`src/rtl/rom_table_pkg.sv`:
```
// Shared constant lookup table, its geometry and the reverse-search FSM states.
// Both the forward decoder and the reverse search index ROM_TABLE so they cannot diverge.
package rom_table_pkg;

    localparam int TABLE_DEPTH = 32;
    localparam int ADDR_W      = 5;
    localparam int DATA_W      = 8;

    localparam logic [DATA_W-1:0] ROM_TABLE [TABLE_DEPTH] = '{
        8'h83, 8'h05, 8'h09, 8'h0D, 8'h11, 8'h19, 8'h21, 8'hB4,
        8'hC0, 8'hB1, 8'h35, 8'h72, 8'hE3, 8'h3F, 8'h55, 8'h34,
        8'hB0, 8'h11, 8'hB3, 8'h2B, 8'hEE, 8'h77, 8'h75, 8'h43,
        8'h5C, 8'h14, 8'h33, 8'h25, 8'h4E, 8'h74, 8'hE5, 8'h7E
    };

    typedef enum logic [1:0] {
        IDLE = 2'd0,
        SCAN = 2'd1,
        DONE = 2'd2
    } state_t;

endpackage

```
`src/rtl/rom_table_rd.sv`:
```
// Registered read port onto the shared constant table.
// Latency: rd_data_o reflects rd_addr_i sampled at the previous rising edge; no backpressure.
module rom_table_rd
    import rom_table_pkg::*;
(
    input  logic              clock_i,
    input  logic [ADDR_W-1:0] rd_addr_i,
    output logic [DATA_W-1:0] rd_data_o
);

    logic [DATA_W-1:0] rd_data_q;

    always_ff @(posedge clock_i) begin
        rd_data_q <= ROM_TABLE[rd_addr_i];
    end

    assign rd_data_o = rd_data_q;

endmodule

```
`src/rtl/rom_reverse_lookup.sv`:
```
// Reverse search: scans all table addresses for key, reports lowest match and match count.
// Latency: done 33 cycles after the accepted start; start outside IDLE is dropped, not queued.
module rom_reverse_lookup
    import rom_table_pkg::*;
(
    input  logic              clock_i,
    input  logic              reset_i,
    input  logic              start_i,
    input  logic [DATA_W-1:0] key_i,
    output logic              busy_o,
    output logic              done_o,
    output logic              found_o,
    output logic [ADDR_W-1:0] addr_o,
    output logic [ADDR_W:0]   match_count_o
);

    state_t            state_q, state_d;
    logic [ADDR_W-1:0] rd_addr_q, rd_addr_d;
    logic [ADDR_W:0]   cnt_q, cnt_d;
    logic [DATA_W-1:0] key_q, key_d;
    logic              found_q, found_d;
    logic [ADDR_W-1:0] addr_q, addr_d;
    logic [ADDR_W:0]   count_q, count_d;
    logic              done_q;
    logic [DATA_W-1:0] rd_data;
    logic [ADDR_W-1:0] cmp_addr;

    rom_table_rd u_rd (
        .clock_i   (clock_i),
        .rd_addr_i (rd_addr_q),
        .rd_data_o (rd_data)
    );

    // cnt_q counts scan edges; the word on rd_data belongs to address cnt_q-1 once cnt_q >= 1.
    assign cmp_addr = ADDR_W'(cnt_q - 1'b1);

    always_comb begin
        state_d   = state_q;
        rd_addr_d = rd_addr_q;
        cnt_d     = cnt_q;
        key_d     = key_q;
        found_d   = found_q;
        addr_d    = addr_q;
        count_d   = count_q;
        case (state_q)
            IDLE: begin
                if (start_i) begin
                    state_d   = SCAN;
                    key_d     = key_i;
                    found_d   = 1'b0;
                    addr_d    = '0;
                    count_d   = '0;
                    rd_addr_d = '0;
                    cnt_d     = '0;
                end
            end
            SCAN: begin
                cnt_d = cnt_q + 1'b1;
                if (rd_addr_q != ADDR_W'(TABLE_DEPTH - 1)) begin
                    rd_addr_d = rd_addr_q + 1'b1;
                end
                if (cnt_q != '0 && rd_data == key_q) begin
                    count_d = count_q + 1'b1;
                    if (!found_q) begin
                        found_d = 1'b1;
                        addr_d  = cmp_addr;
                    end
                end
                if (cnt_q == (ADDR_W + 1)'(TABLE_DEPTH)) begin
                    state_d = DONE;
                end
            end
            DONE: begin
                state_d = IDLE;
            end
            default: begin
                state_d = IDLE;
            end
        endcase
    end

    always_ff @(posedge clock_i) begin
        if (reset_i) begin
            state_q   <= IDLE;
            rd_addr_q <= '0;
            cnt_q     <= '0;
            key_q     <= '0;
            found_q   <= 1'b0;
            addr_q    <= '0;
            count_q   <= '0;
            done_q    <= 1'b0;
        end else begin
            state_q   <= state_d;
            rd_addr_q <= rd_addr_d;
            cnt_q     <= cnt_d;
            key_q     <= key_d;
            found_q   <= found_d;
            addr_q    <= addr_d;
            count_q   <= count_d;
            done_q    <= (state_d == DONE);
        end
    end

    assign busy_o        = (state_q == SCAN);
    assign done_o        = done_q;
    assign found_o       = found_q;
    assign addr_o        = addr_q;
    assign match_count_o = count_q;

endmodule
```
`config.mk`:
```
export PLATFORM = sky130hd
export DESIGN_NAME = rom_reverse_lookup
export DESIGN_NICKNAME = d
export VERILOG_FILES = /design/src/rtl/rom_table_pkg.sv /design/src/rtl/rom_table_rd.sv /design/src/rtl/rom_reverse_lookup.sv
export SDC_FILE = /design/constraint.sdc
export NUM_CORES = 1
export LEC_CHECK = 0
export CAP_MARGIN = 20
export CORE_MARGIN = 2
export CORE_UTILIZATION = 56
export DETAILED_ROUTE_END_ITERATION = 16
export GPL_TIMING_DRIVEN = 0
export PLACE_DENSITY = 0.85
export SETUP_SLACK_MARGIN = 0.15
export SYNTH_ARGS = -nofsm -noshare
export SYNTH_HDL_FRONTEND = slang
export SYNTH_SLANG_ARGS = --single-unit
```
`constraint.sdc`:
```
create_clock -name clock_i -period 2.2 [get_ports clock_i]
set_input_delay 0.44 -clock clock_i [delete_from_list [all_inputs] [get_ports clock_i]]
set_output_delay 0.44 -clock clock_i [all_outputs]
set_load 0.02 [all_outputs]
```
* After elaboration in Yosys (flattened, before gate mapping)
Memory sizes are Yosys's and may differ from the RTL's. A register that Yosys moved wholly into a read port is not among the register bits. Index checks and enable logic that the tools add are counted.
Word-level totals: register bits after elaboration 34, bits in latches 0, memory bits (writable) 0, bits in read-only memories 256, logic and storage cells 48, memories 1
Memory list:
- (name not given) | words 32, bits a word 8, read ports 1, clocked after Yosys merged registers in 1, wr ports 0, RTL line rom_table_rd.sv:14 | rd_data_q <= ROM_TABLE[rd_addr_i];
Operators by class: add/subtract/negate cells 4, multipliers 0, divide/modulo/power cells 0, order comparisons 0, equality and inequality tests 9, shifts and indexed selects 0, multiplexer cells 16, bitwise gates (word level) 1, reduce and logical (&&, ||, !) cells 9
Operators by type and width (count):
- one-hot mux 6 bit (2 select lines) | 2
- 2-to-1 mux 5 bit | 4
- one-hot mux 5 bit (2 select lines) | 2
- adder 6 x 1 -> 6 bit, second input constant | 2
- 2-to-1 mux 6 bit | 2
- equality test 8 bit | 1
- equality test 6 bit, second input constant | 1
- NOT 5 -> 6 bit | 1
- AND reduction 3 bit | 2
- nonzero test 6 bit | 1
- adder 5 x 1 -> 5 bit, second input constant | 1
- inequality test 5 bit, second input constant | 1
- subtractor 5 x 1 -> 5 bit, second input constant | 1
- 2-to-1 mux 2 bit | 2
- inequality test 2 x 1 -> 1 bit, second input constant | 2
- inequality test 2 bit, second input constant | 2
- one-hot mux 2 bit (2 select lines) | 1
- AND reduction 2 bit | 2
- AND reduction 4 bit | 1
- equality test 2 x 1 -> 1 bit, second input constant | 1
- equality test 2 bit, second input constant | 1
- zero test 2 bit | 1
- 2-to-1 mux 1 bit | 2
- one-hot mux 1 bit (2 select lines) | 1
- 2 further kinds | 2

* Longest topological paths before layout
depth after elaboration 4, mapped depth 8, gate-level depth less buffers 7

* Cells and area by module
From an unflattened synthesis, not the netlist that was laid out.
Unflattened totals: cells, all modules 271, area, all modules 2274.7 um2
Modules (own cells, without submodules):
- rom_reverse_lookup | times used 1, cells each 188, area each 1619.1 um2, sequential area each 680.7 um2
- rom_table_rd | times used 1, cells each 83, area each 655.6 um2, sequential area each 160.2 um2

* Worst setup path before layout
Ideal clock, no wire load.
path kind register -> register, from register cnt_q[0], to register addr_q[1] (netlist: addr_o[1]), data arrival time 1.685 ns, data required time 2.067 ns, slack 0.382 ns, stages on the path, launching flop included 9, period minus slack after synthesis 1.818 ns, path through dfxtp_1 inv_1 ha_1 nor4b_4 a211oi_2 nand3_2 buf_6 o21ai_0 o41ai_2
On the way: longest elaborated chain between the ends 4, elaborated cells on any way between the ends 8
RTL lines:
- start: declaration | RTL line rom_reverse_lookup.sv:19 | logic [ADDR_W:0] cnt_q, cnt_d;
- start signal: assignment | RTL line rom_reverse_lookup.sv:95 | cnt_q <= cnt_d;
- subtractor 5 x 1 -> 5 bit or nonzero test 6 bit (tied branches) | RTL line rom_reverse_lookup.sv:35, rom_reverse_lookup.sv:62
- 2-to-1 mux 5 bit or logical AND 1 bit (tied branches) | RTL line rom_reverse_lookup.sv:64, rom_reverse_lookup.sv:62
- 2-to-1 mux 5 bit or inequality test 2 x 1 -> 1 bit (tied branches)
- one-hot mux 5 bit (2 select lines) or AND reduction 4 bit (tied branches)
- end signal: assignment | RTL line rom_reverse_lookup.sv:98 | addr_q <= addr_d;
- end: declaration | RTL line rom_reverse_lookup.sv:22 | logic [ADDR_W-1:0] addr_q, addr_d;
Several ways; a longest one is shown, not always the timed one. The select of a mux whose other input is x is not followed. A chain may end at the register's enable or synchronous reset.

* Worst setup path after layout
from register state_q[1], to output port busy_o
On the way: longest elaborated chain between the ends 1
RTL lines:
- start: declaration | RTL line rom_reverse_lookup.sv:17 | state_t state_q, state_d;
- start signal: assignment | RTL line rom_reverse_lookup.sv:93 | state_q <= state_d;
- equality test 2 x 1 -> 1 bit | RTL line rom_reverse_lookup.sv:104 | assign busy_o = (state_q == SCAN);
- end: declaration | RTL line rom_reverse_lookup.sv:10 | output logic busy_o,
No other way between the ends.

==> impl_metrics.env <==
export IMPL_synthArstFlopShare_pct=0
export IMPL_synth_area_per_cell_sq_um=8.42
export IMPL_synthTopCellsByArea="dfxtp_1, ha_1, a21oi_1"
export IMPL_slew_headroom_pct=63.5
export IMPL_critPathBufInv=3
export IMPL_seq_area_frac_synth_pct=35.7
export IMPL_vdd_drop_max_mv=0.287
export IMPL_end_kind="output pin"
export IMPL_post_route_period_util_pct=89.5
export IMPL_avgViaCountPerCell=5.86
export IMPL_synth_top_area_share_pct=35.7
export IMPL_skew_ns=0.0110
export IMPL_core_area_sq_um=4030
export IMPL_instances_no_fill=361
export IMPL_path_class="flop to output pin"
export IMPL_drc_errors=0
export IMPL_overflow=0
export IMPL_tightest_slew_ns=0.548
export IMPL_synthFlopType="dfxtp_1"
export IMPL_synthesis_area_sq_um=2360
export IMPL_cts_buffers=5
export IMPL_rows=23
export IMPL_fin_nets=334
export IMPL_antenna_found_initial=0
export IMPL_synthCells=280
export IMPL_max_cap_violations=0
export IMPL_wl_per_cell_microns=14.9
export IMPL_track_usage_pct=24.7
export IMPL_io_pins=25
export IMPL_outcome="completed"
export IMPL_arrival_ns=1.53
export IMPL_clock_latency_ns=0.30
export IMPL_crit_chain="nand2b_1 -> buf_4 -> inv_1 -> dlygate4sd2_1"
export IMPL_htree_levels=2
export IMPL_power_density_nw_per_um2=575
export IMPL_port_buffer_count=23
export IMPL_grt_setup_unrepaired="no"
export IMPL_grt_first_pass_wirelength_mm=8.67
export IMPL_antenna_cells_inserted=0
export IMPL_period_minus_slack_ns=1.97
export IMPL_worst_path_max_fanout=9
export IMPL_postRouteAntennaNets=0
export IMPL_cpMaxStageDelayCell="dlygate4sd2_1"
export IMPL_clk_pin_slew_ns=0.08
export IMPL_fmax_mhz=508
export IMPL_placed_cells=353
export IMPL_ys_ff_latch=42
export IMPL_hpwlAfterDp_mm=3.89
export IMPL_setup_viol=0
export IMPL_dpl_instance_area_sq_um=2650
export IMPL_critPathLaunchType="flop"
export IMPL_drt_initial_drc_count=166
export IMPL_cts_root_buffer="clkbuf_8"
export IMPL_critPathMaxStageDelay_ns=0.36
export IMPL_grt_pass1_vias=1825
export IMPL_synth_most_common_cell="dfxtp_1"
export IMPL_die_h_microns=68.9
export IMPL_power_leakage_nw=1.08
export IMPL_cts_setup_buffers=0
export IMPL_grt_max_degree=14
export IMPL_drt_wl_total_mm=5.37
export IMPL_slew_violations=0
export IMPL_cts_tree="yes"
export IMPL_drive_gt1_share_pct=10.3
export IMPL_synth_top_cell_by_area="dfxtp_1"
export IMPL_yosysWarnings=0
export IMPL_synthToLayoutAreaGrowth_pct=17.9
export IMPL_setup_ws_ns=0.230
export IMPL_holdWs_ns=0.475
export IMPL_cts_sinks=42
export IMPL_utilization_pct=69.0
export IMPL_cts_hold_buffers=0
export IMPL_hp_class="flop to flop"
export IMPL_gp_congestion=0.943
export IMPL_critPathTopFamily="buffers and inverters"
export IMPL_stdcell_area_sq_um=2780
export IMPL_fp_dieW_microns=68.9
export IMPL_hold_viol=0
export IMPL_synth_commonest_cells="dfxtp_1, nand2_1, a21oi_1"
export IMPL_finalSetupTns_ns=0
export IMPL_start_util_pct=58.5
export IMPL_cts_buffer_depth=2
export IMPL_vias=2117
export IMPL_synth_edf_count=0
export IMPL_ys_types=49
export IMPL_synth_nets=304
export IMPL_crit_required_ns=1.76
export IMPL_place_ws_ns=-0.237
export IMPL_drt_pass1_iter_count=4
export IMPL_power_total_mw=1.60
export IMPL_dieArea_sq_um=4740
path summary, 6_finish.rpt:
| check | from | end | slack, ns | cells after the start |
|---|---|---|---|---|
| max reg2reg | rd_addr_q[3] | rd_addr_q[3] | 0.26 | 8 |
| min reg2reg | key_q[6] | key_q[6] | 0.48 | 2 |
| min | key_q[6] | key_q[6] | 0.48 | 2 |
| max | state_q[1] | busy_o | 0.23 | 4 |
registers in the layout (all words and copies together), names as in the netlist:
name            cells
match_count_o       6
u_rd.rd_data_o      8
cnt_q               6
state_q             2
key_q               8
done_o              1
addr_o              5
found_o             1
rd_addr_q           5
power by group:
part	switching (mW)	internal (mW)	leakage (nW)	total (mW)
combinational	0.114	0.0768	0.677	0.190
sequential	0.0189	0.780	0.342	0.799
clock	0.274	0.334	0.0579	0.609
placed cells by master (no fill, tap or decap), drive strengths merged, types with 2 or more instances in the layout:
| cell | netlist | final |
|---|---|---|
| nand4 | 6 | 6 |
| a21o | 2 | 2 |
| buf | 7 | 6 |
| nor2 | 18 | 18 |
| clkinv | 1 | 3 |
| nand2 | 27 | 27 |
| a211oi | 5 | 5 |
| o211ai | 2 | 2 |
| xnor2 | 2 | 2 |
| clkbuf | 13 | 19 |
| and3 | 5 | 5 |
| a22oi | 3 | 3 |
| o41ai | 5 | 5 |
| mux2i | 4 | 4 |
| inv | 7 | 7 |
| nor3 | 9 | 9 |
| dfxtp | 42 | 42 |
| nand2b | 12 | 12 |
| o22ai | 2 | 2 |
| xor2 | 10 | 10 |
| nor3b | 7 | 7 |
| nor2b | 4 | 4 |
| clkdlybuf4s50 | 0 | 22 |
| nand4b | 2 | 2 |
| a31oi | 2 | 2 |
| ha | 13 | 13 |
| a21oi | 26 | 26 |
| a311oi | 2 | 2 |
| o21ai | 20 | 20 |
| or2 | 2 | 2 |
| nand3 | 9 | 9 |
worst register-to-register path, delay by kind of cell (launching register included):
kind	cells	cell delay, ns
buf+inv	2	0.52
flops	1	0.46
simple gates	3	0.38
fa+ha+maj	1	0.21
xor+xnor	1	0.15
compound gates	1	0.10
final cells by class:
cell class                      count  area (sq um)
Multi-Input combinational cell    210          1400
Fill cell                         317          1250
Sequential cell                    42           843
Timing Repair Buffer               23           229
Buffer                             20           103
Clock buffer                        5          68.8
Tap cell                           50          62.6
Clock inverter                      3          40.0
Inverter                            8          30.0
logic make-up after synthesis:
group           Yosys count  share of synthesized area, %
fa+ha+maj                13                          6.90
buf+inv                  28                          5.31
mux                       5                          2.18
xor+xnor                 12                          4.46
flops                    42                          35.7
simple gates            105                          24.9
compound gates           75                          20.5
per-layer routing:
layer	share of wire, %	track usage, %
met1	44	30.4
met2	50	43.6
met3	5.4	5.03
met4	1.3	6.62
met5	0	0
timing repair:
item | CTS | global route
pin swaps | 1 | 0
hold endpoints to repair | 0 | 0
endpoints found under the setup margin | 9 | 14
gates resized for setup | 5 | 7
No activity file was read; power rests on OpenSTA's default activity.
